--- src/rtl/ps2_pkg.sv ---
// Shared PS/2 types and constants for the host transmit and receive paths.
package ps2_pkg;

    typedef enum logic [2:0] {
        StIdle,
        StInhibit,
        StShift,
        StAck,
        StWaitIdle,
        StDone
    } ps2_tx_state_t;

    localparam int unsigned PS2_FRAME_BITS = 11;

    localparam logic [7:0] PS2_CMD_SET_LEDS = 8'hED;
    localparam logic [7:0] PS2_CMD_RESET    = 8'hFF;

    function automatic logic odd_parity(input logic [7:0] data);
        return ~^data;
    endfunction

endpackage

--- src/rtl/ps2_host_tx_if.sv ---
// Request/status and open-collector line bundle of the PS/2 host transmitter.
interface ps2_host_tx_if;
    logic [7:0] tx_data;
    logic       tx_valid;
    logic       tx_ready;
    logic       ps2_clk_i;
    logic       ps2_data_i;
    logic       ps2_clk_oe;
    logic       ps2_data_oe;
    logic       busy;
    logic       done;
    logic       ack_ok;
    logic       err;

    modport master (
        output tx_data, tx_valid, ps2_clk_i, ps2_data_i,
        input  tx_ready, ps2_clk_oe, ps2_data_oe, busy, done, ack_ok, err
    );

    modport slave (
        input  tx_data, tx_valid, ps2_clk_i, ps2_data_i,
        output tx_ready, ps2_clk_oe, ps2_data_oe, busy, done, ack_ok, err
    );
endinterface

--- src/rtl/ps2_line_sync.sv ---
// Two-flop synchronizer for the PS/2 clock and data lines plus a clock falling-edge strobe.
module ps2_line_sync (
    input  logic clk,
    input  logic reset,
    input  logic clk_line,
    input  logic data_line,
    output logic clk_sync,
    output logic data_sync,
    output logic clk_fall
);
    logic [1:0] clk_ff_q;
    logic [1:0] data_ff_q;
    logic       clk_prev_q;

    // Idle bus level is high, so reset to 1 to avoid a spurious edge after reset.
    always_ff @(posedge clk or negedge reset) begin
        if (!reset) begin
            clk_ff_q   <= 2'b11;
            data_ff_q  <= 2'b11;
            clk_prev_q <= 1'b1;
        end else begin
            clk_ff_q   <= {clk_ff_q[0], clk_line};
            data_ff_q  <= {data_ff_q[0], data_line};
            clk_prev_q <= clk_ff_q[1];
        end
    end

    assign clk_sync  = clk_ff_q[1];
    assign data_sync = data_ff_q[1];
    assign clk_fall  = clk_prev_q & ~clk_ff_q[1];
endmodule

--- src/rtl/ps2_host_tx.sv ---
// Host-to-device PS/2 command transmitter: inhibit, 11-bit frame, device ACK.
// Defining PS2_TX_TIMEOUT_EN adds a watchdog from clock release to end of frame.
module ps2_host_tx
    import ps2_pkg::*;
#(
    parameter int unsigned INHIBIT_CYCLES = 10000,
    parameter int unsigned TIMEOUT_CYCLES = 2000000
) (
    input logic          clk,
    input logic          reset,
    ps2_host_tx_if.slave bus
);
    localparam int unsigned CntMax =
        (INHIBIT_CYCLES > TIMEOUT_CYCLES) ? INHIBIT_CYCLES : TIMEOUT_CYCLES;
    localparam int unsigned CntW = $clog2(CntMax + 1);

    ps2_tx_state_t state_q, state_d;
    logic [CntW-1:0] cnt_q, cnt_d;
    logic [3:0]      bit_cnt_q, bit_cnt_d;
    logic [8:0]      shift_q, shift_d;
    logic            data_oe_q, data_oe_d;
    logic            ack_q, ack_d;

    logic clk_s, data_s, clk_fall;
    logic tx_ready, busy, clk_oe, data_oe, done, ack_ok, err;

    ps2_line_sync u_line_sync (
        .clk       (clk),
        .reset     (reset),
        .clk_line  (bus.ps2_clk_i),
        .data_line (bus.ps2_data_i),
        .clk_sync  (clk_s),
        .data_sync (data_s),
        .clk_fall  (clk_fall)
    );

    always_ff @(posedge clk or negedge reset) begin
        if (!reset) begin
            state_q   <= StIdle;
            cnt_q     <= '0;
            bit_cnt_q <= '0;
            shift_q   <= '0;
            data_oe_q <= 1'b0;
            ack_q     <= 1'b0;
        end else begin
            state_q   <= state_d;
            cnt_q     <= cnt_d;
            bit_cnt_q <= bit_cnt_d;
            shift_q   <= shift_d;
            data_oe_q <= data_oe_d;
            ack_q     <= ack_d;
        end
    end

    always_comb begin
        state_d   = state_q;
        cnt_d     = cnt_q;
        bit_cnt_d = bit_cnt_q;
        shift_d   = shift_q;
        data_oe_d = data_oe_q;
        ack_d     = ack_q;
        tx_ready  = 1'b0;
        busy      = 1'b1;
        clk_oe    = 1'b0;
        data_oe   = 1'b0;
        done      = 1'b0;
        ack_ok    = 1'b0;
        err       = 1'b0;

        unique case (state_q)
            StIdle: begin
                tx_ready = 1'b1;
                busy     = 1'b0;
                if (bus.tx_valid) begin
                    shift_d   = {odd_parity(bus.tx_data), bus.tx_data};
                    cnt_d     = '0;
                    bit_cnt_d = '0;
                    ack_d     = 1'b0;
                    state_d   = StInhibit;
                end
            end
            StInhibit: begin
                clk_oe = 1'b1;
                cnt_d  = cnt_q + CntW'(1);
                // Start bit goes out in the last inhibit cycle and is held into SHIFT.
                if (cnt_q == CntW'(INHIBIT_CYCLES - 1)) begin
                    data_oe   = 1'b1;
                    data_oe_d = 1'b1;
                    cnt_d     = '0;
                    state_d   = StShift;
                end
            end
            StShift: begin
                data_oe = data_oe_q;
                if (clk_fall) begin
                    bit_cnt_d = bit_cnt_q + 4'd1;
                    if (bit_cnt_q == 4'(PS2_FRAME_BITS - 2)) begin
                        data_oe_d = 1'b0;
                        state_d   = StAck;
                    end else begin
                        data_oe_d = ~shift_q[0];
                        shift_d   = shift_q >> 1;
                    end
                end
            end
            StAck: begin
                if (clk_fall) begin
                    ack_d   = ~data_s;
                    state_d = StWaitIdle;
                end
            end
            StWaitIdle: begin
                if (clk_s && data_s) begin
                    state_d = StDone;
                end
            end
            StDone: begin
                done    = 1'b1;
                ack_ok  = ack_q;
                err     = ~ack_q;
                state_d = StIdle;
            end
            default: state_d = StIdle;
        endcase

`ifdef PS2_TX_TIMEOUT_EN
        // Placed last so an expiring watchdog overrides any edge in the same cycle.
        if (state_q inside {StShift, StAck, StWaitIdle}) begin
            cnt_d = cnt_q + CntW'(1);
            if (cnt_q == CntW'(TIMEOUT_CYCLES - 1)) begin
                ack_d     = 1'b0;
                data_oe_d = 1'b0;
                state_d   = StDone;
            end
        end
`endif
    end

    assign bus.tx_ready    = tx_ready;
    assign bus.busy        = busy;
    assign bus.ps2_clk_oe  = clk_oe;
    assign bus.ps2_data_oe = data_oe;
    assign bus.done        = done;
    assign bus.ack_ok      = ack_ok;
    assign bus.err         = err;
endmodule

--- src/flat_wrapper.sv ---
// flat-port wrapper written by rule: the top's interface ports become plain ports
module ps2_host_tx_flat import ps2_pkg::*;
#(
    parameter int unsigned INHIBIT_CYCLES = 10000,
    parameter int unsigned TIMEOUT_CYCLES = 2000000
)
  (clk, reset, bus_tx_data, bus_tx_valid, bus_ps2_clk_i, bus_ps2_data_i, bus_tx_ready, bus_ps2_clk_oe, bus_ps2_data_oe, bus_busy, bus_done, bus_ack_ok, bus_err);
  ps2_host_tx_if bus_i ();
  input logic clk;
  input logic reset;
  input wire logic [$bits(bus_i.tx_data)-1:0] bus_tx_data;
  input wire logic [$bits(bus_i.tx_valid)-1:0] bus_tx_valid;
  input wire logic [$bits(bus_i.ps2_clk_i)-1:0] bus_ps2_clk_i;
  input wire logic [$bits(bus_i.ps2_data_i)-1:0] bus_ps2_data_i;
  output wire logic [$bits(bus_i.tx_ready)-1:0] bus_tx_ready;
  output wire logic [$bits(bus_i.ps2_clk_oe)-1:0] bus_ps2_clk_oe;
  output wire logic [$bits(bus_i.ps2_data_oe)-1:0] bus_ps2_data_oe;
  output wire logic [$bits(bus_i.busy)-1:0] bus_busy;
  output wire logic [$bits(bus_i.done)-1:0] bus_done;
  output wire logic [$bits(bus_i.ack_ok)-1:0] bus_ack_ok;
  output wire logic [$bits(bus_i.err)-1:0] bus_err;
  assign bus_i.tx_data = bus_tx_data;
  assign bus_i.tx_valid = bus_tx_valid;
  assign bus_i.ps2_clk_i = bus_ps2_clk_i;
  assign bus_i.ps2_data_i = bus_ps2_data_i;
  assign bus_tx_ready = bus_i.tx_ready;
  assign bus_ps2_clk_oe = bus_i.ps2_clk_oe;
  assign bus_ps2_data_oe = bus_i.ps2_data_oe;
  assign bus_busy = bus_i.busy;
  assign bus_done = bus_i.done;
  assign bus_ack_ok = bus_i.ack_ok;
  assign bus_err = bus_i.err;
  ps2_host_tx #(.INHIBIT_CYCLES(INHIBIT_CYCLES), .TIMEOUT_CYCLES(TIMEOUT_CYCLES)) u_core (.clk(clk), .reset(reset), .bus(bus_i));
endmodule
--- config.mk ---
export PLATFORM = sky130hd
export DESIGN_NAME = ps2_host_tx_flat
export DESIGN_NICKNAME = d
export VERILOG_FILES = /design/src/rtl/ps2_pkg.sv /design/src/rtl/ps2_host_tx_if.sv /design/src/rtl/ps2_line_sync.sv /design/src/rtl/ps2_host_tx.sv /design/src/flat_wrapper.sv
export SDC_FILE = /design/constraint.sdc
export NUM_CORES = 1
export LEC_CHECK = 0
export CORE_ASPECT_RATIO = 0.7
export CORE_UTILIZATION = 40
export CTS_BUF_LIST = sky130_fd_sc_hd__clkbuf_16
export DETAILED_ROUTE_END_ITERATION = 10
export PLACE_DENSITY = 0.68
export SYNTH_ARGS = -nofsm -noshare
export SYNTH_HDL_FRONTEND = slang
export SYNTH_SLANG_ARGS = --single-unit
--- constraint.sdc ---
create_clock -name clk -period 2.74 [get_ports clk]
set_input_delay 0.548 -clock clk [delete_from_list [all_inputs] [get_ports clk]]
set_output_delay 0.548 -clock clk [all_outputs]
set_load 0.05 [all_outputs]
# [After elaboration in Yosys (flattened, before gate mapping)]
# Cells that the tools add are included.
[totals] ff_bits=44 latchBits=0 mem_bits_rw=0 mem_bits_ro=0 inputBits=13 out_inout_bits=7 memories=0
[classes] n_addsub=2 mul=0 div_mod_pow=0 order_cmp=0 n_eq_ne=14 shifts=0 muxes=32 n_bitwise=5 reduce_logical=13
[ops] op="$mux 21" count=2
[ops] op="$pmux 21 s2" count=1
[ops] op="$mux 9" count=3
[ops] op="$add 21x1->21 const B" count=1
[ops] op="$eq 21x14->1 const B" count=1
[ops] op="$mux 3" count=6
[ops] op="$pmux 9 s2" count=1
[ops] op="$pmux 3 s5" count=1
[ops] op="$mux 1" count=12
[ops] op="$ne 2x1->1 const B" count=5
[ops] op="$reduce_and 3->1" count=3
[ops] op="$mux 4" count=2
[ops] op="$pmux 4 s2" count=1
[ops] op="$reduce_bool 2->1" count=4
[ops] op="$reduce_xnor 8->1" count=1
[ops] op="$eq 3x2->1 const B" count=2
[ops] op="$eq 3x3->1 const B" count=2
[ops] op="$pmux 1 s2" count=3
[ops] op="$reduce_and 6->1" count=1
[ops] op="$add 4x1->4 const B" count=1
[ops] op="$eq 4x4->1 const B" count=1
[ops] op="$ne 2x2->1 const B" count=2
[ops] op="$not 1->1" count=4
[ops] op="$reduce_and 4->1" count=1
[ops] op="other kinds (5)" count=5

# [Depth between registers and ports, before layout]
[logic_depth] word_depth=4 depth_mapped=8

# [By module]
# A second synthesis with hierarchy kept.
[hier_totals] hier_cells=257 area_unflattened_um2=2404.8
[modules_own_cells] module="ps2_host_tx" n_inst=1 cells_per_inst=251 area_per_inst_um2=2259.7 seq_area_each_um2=975.9
[modules_own_cells] module="ps2_line_sync" n_inst=1 cells_per_inst=6 area_per_inst_um2=145.1 seq_area_each_um2=131.4

# [Worst setup path after synthesis]
# Ideal clock, no wire load.
[synth_timing] path_kind="register to output" from="reg u_core.state_q[1]" to="out bus_busy" arrival_ps=2492 t_required_ps=2192 slack_ps=-300 path_stages_with_launch=4 path_cell_list="dfrtp_1 -> clkbuf_1 -> nor3_1 -> inv_1"
[synth_via] elab_chain_len=2
[synth_lines] item="start: declaration" line_no="ps2_host_tx.sv:17" text="ps2_tx_state_t state_q, state_d;"
[synth_lines] item="start signal: assignment" line_no="ps2_host_tx.sv:39" text="state_q <= StIdle;"
[synth_lines] item="start signal: assignment" line_no="ps2_host_tx.sv:46" text="state_q <= state_d;"
[synth_lines] item="$logic_not 3->1" line_no="ps2_host_tx.sv:70" text="unique case (state_q)"
[synth_lines] item="$mux 1" line_no="ps2_host_tx.sv:70"
[synth_lines] item="end: declaration" line_no="flat_wrapper.sv:18" text="output wire logic [$bits(bus_i.busy)-1:0] bus_busy;"
# Every way passes these cells.

# [Worst setup path in the final report]
[layout_timing] from="reg u_core.cnt_q[17]" to="out bus_ps2_data_oe"
[layout_via] elab_chain_len=3
[layout_lines] item="start: declaration" line_no="ps2_host_tx.sv:18" text="logic [CntW-1:0] cnt_q, cnt_d;"
[layout_lines] item="start signal: assignment" line_no="ps2_host_tx.sv:47" text="cnt_q <= cnt_d;"
[layout_lines] item="$eq 21x14->1" line_no="ps2_host_tx.sv:86" text="if (cnt_q == CntW'(INHIBIT_CYCLES - 1)) begin"
[layout_lines] item="$mux 1" line_no="ps2_host_tx.sv:86"
[layout_lines] item="$pmux 1 s2" line_no="ps2_host_tx.sv:70"
[layout_lines] item="end: declaration" line_no="flat_wrapper.sv:17" text="output wire logic [$bits(bus_i.ps2_data_oe)-1:0] bus_ps2_data_oe;"
# Every way passes these cells.

==> qor.csv <==
metric,value,unit
H-tree depth,2,
vias in the first global route,1682,
VDD IR max,0.325,mV
Slew Limit Fails,0,
slew margin rel.,0.555,
Worst Skew,2.76,ps
vias per std cell,5.36,
Synth area leader,dfrtp_1,
die area,6350,um^2
# fillers,552,
post-synth net total,278,
multiplexer area fraction after synthesis,0.0669,
Sw Pwr,0.653,mW
cell row count,23,
Unique masters post-synth,46,
"Setup Fix Bufs, Post-CTS",0,
CP top delay family,simple AND/OR/NAND/NOR gates,
CP Buf/Inv Count,1,
core box area,5760,um^2
Synth Area in Adders,0.0156,
Final Hold Fails,0,
clk root buf,clkbuf_16,
CTS buffer count,5,
CTS sink cnt,44,
Async SR Flop Fraction,1.00,
Worst-path clk slew,60,ps
Placement Setup Slack,381,ps
antenna-violating nets left,0,
"Clk Latency, worst-skew pair",280,ps
Initial Util,0.419,
"top cells by area, synth","dfrtp_1 (40%), mux2i_1 (6.2%), o21ai_0 (6.2%), dfstp_2 (5.4%), nand2_1 (5.0%)",
ys flop type,dfrtp_1,
vias,1924,
Hold WC Path Type,in2async,
Synth Area per Inst,9.20,um^2
cell area after synthesis,2410,um^2
PwrDens,729,nW/um^2
outcome,"complete, no violations",
largest net degree at the start of global routing,28,
Synth top area share,0.405,
Post-synth EDFFs,0,
TritonRoute pass-1 iters,4,
final net count,299,
critical-path maximum fanout,6,
Final GP Congestion,0.813,
logic gate share of total power,0.201,
clock buffer depth,2,
CTS tree,done,
layout overhead on the synthesized area,18.1,%
Detail Placement HPWL,3590,um
GRT overflow,0,
drt drc,0,
die span in x,94.8,um
synth warn,0,
Sum Neg Setup Slack,0,ps
Die H,67.0,um
synthesized instance count,262,
Final min period,2600,ps
first-pass GRT wire length,8400,um
leakage power total,1.19,nW
slowest CP cell,dfrtp_1,
Peak Freq,385,MHz
initial DRC count,140,
final WL,5000,um
"Data arrival, critical path",2050,ps
Final setup viols,0,
largest family of logic cells by synthesized area,simple AND/OR/NAND/NOR gates,
boundary pin count,20,
initial antenna violation count,0,
gr usage total,0.175,
Synth Area in Simple Gates,0.212,
Post-Place Cells,351,
area fraction in compound gates after synthesis,0.165,
Switching Share,0.315,
Antenna diodes,0,
Setup CP Type,reg2out,
share of cells above drive strength 1,0.0986,
part of the cycle the worst path needs,0.949,
Clock power frac,0.270,
Internal Power,1.42,mW
Post-Synth XOR/XNOR Area,0.0327,
final worst slack,139,ps
Wirelength per Cell,13.9,um
RSZ-0062 raised after global routing,false,
Worst Setup End Kind,output port,
Worst Tran Pin Value,662,ps
Worst Setup Start Kind,flop,
fin cells,359,
"Seq/Total Area, Yosys",0.459,
post-synthesis register bit count,44,
Overall Power,2.08,mW
PortBufs,19,
CP max stage delay,430,ps
maxcap violations,0,
critical path required time,2190,ps
Reg power frac,0.530,
"critical path, cell by cell","nor4_1, and4_1, nand2_1, o21ai_1, buf_12",
## final timing paths
path | depth (start not counted) | from | end | slack (ps)
worst max-delay path | 5 | u_core.cnt_q[17] | bus_ps2_data_oe | 140
max in group asynchronous | 2 | reset | u_core.u_line_sync.data_ff_q[1] | 1800
worst min-delay path | 1 | reset | u_core.shift_q[4] | 190
min in group clk | 0 | u_core.u_line_sync.clk_ff_q[0] | u_core.u_line_sync.clk_ff_q[1] | 360
worst min register to register | 0 | u_core.u_line_sync.clk_ff_q[0] | u_core.u_line_sync.clk_ff_q[1] | 360
worst max register to register | 6 | u_core.state_q[0] | u_core.cnt_q[12] | 610
## through the flow
| step | hold WS [ps] | util | cell area [um^2] |
|---|---|---|---|
| finish | 193 | 0.495 | 2850 |
| global route | 225 | 0.495 | 2850 |
| CTS | 206 | 0.494 | 2840 |
| global placement | 346 | 0.470 | 2700 |
| detailed placement | 348 | 0.470 | 2700 |
| floorplan | 252 | - | 2420 |
## logic make-up after synthesis
logic type                 after synthesis
AOI/OAI and AO/OA                       66
adders and majority gates                3
xor gates and xnor gates                 9
DFF                                     44
muxes                                   16
buffers and inverters                   22
and+or+nand+nor                        102
## cells in the final DEF, fill, tap and decap left out, types with 2 or more instances in the layout
| cell type | Yosys | routed |
|---|---|---|
| dfrtp_1 | 39 | 39 |
| nand2_1 | 32 | 32 |
| o21ai_0 | 30 | 28 |
| nor2_1 | 15 | 15 |
| a21oi_1 | 15 | 15 |
| mux2i_1 | 15 | 15 |
| nand3_1 | 14 | 14 |
| clkdlybuf4s50_1 | 0 | 13 |
| inv_1 | 10 | 12 |
| xnor2_1 | 9 | 9 |
| nand4_1 | 8 | 8 |
| buf_4 | 2 | 7 |
| nor2b_1 | 5 | 5 |
| clkbuf_16 | 0 | 5 |
| dfstp_2 | 5 | 5 |
| nand2b_1 | 4 | 4 |
| nor4_1 | 4 | 4 |
| o21ai_1 | 2 | 4 |
| and2_1 | 4 | 4 |
| and3_1 | 3 | 3 |
| nor3_1 | 4 | 3 |
| ha_1 | 3 | 3 |
| buf_12 | 0 | 3 |
| nor3_2 | 1 | 2 |
| o311ai_0 | 2 | 2 |
| a211oi_1 | 2 | 2 |
| o22ai_1 | 2 | 2 |
| or3_1 | 2 | 2 |
| a22o_1 | 2 | 2 |
| a21o_1 | 2 | 2 |
| dlymetal6s2s_1 | 0 | 2 |
## what timing repair did
action                                  CTS  global route
gates resized for setup                   0             2
hold buffers                              0             0
hold endpoints to repair                  0             0
endpoints found under the setup margin    0             2
## routing by layer
metal  wire length (um)  track usage
met1               2650        0.270
met2               2080        0.238
met3                254       0.0445
met4                 17       0.0398
met5                  0            0
## cells in the mapped netlist, drive strengths merged, types with 3 or more instances
library cell	n
dfrtp	39
nand2	32
o21ai	32
a21oi	16
mux2i	15
nor2	15
nand3	14
inv	10
xnor2	9
buf	8
nand4	8
dfstp	5
nor2b	5
nor3	5
and2	4
clkbuf	4
nand2b	4
nor4	4
and3	3
ha	3
## power by group through the flow
stage	logic, mW	registers, mW	clock network (mW)
3_3_place_gp	0.402	1.10	0
3_5_place_dp	0.420	1.10	0
5_1_grt	0.487	1.14	0.600
2_1_floorplan	0.331	1.05	0
4_1_cts	0.421	1.10	0.572
6_report	0.417	1.10	0.559
## state kept, by name (all words and copies together) (netlist names)
register,flops
u_core.ack_q,1
u_core.bit_cnt_q,4
u_core.cnt_q,21
u_core.data_oe_q,1
u_core.shift_q,9
u_core.state_q,3
u_core.u_line_sync.clk_ff_q,2
u_core.u_line_sync.clk_prev_q,1
u_core.u_line_sync.data_ff_q,2
## layout make-up
class / count / area (um^2) / share of cell area
sequential: 44 / 1110 / 0.389
tap: 75 / 93.8 / 0.0330
clock inverter: 3 / 12.5 / 0.00440
timing repair buffer: 26 / 273 / 0.0958
multi-input combinational: 196 / 1200 / 0.421
inverter: 10 / 37.5 / 0.0132
clock buffer: 5 / 125 / 0.0440
No activity file was read; power rests on OpenSTA's default activity.
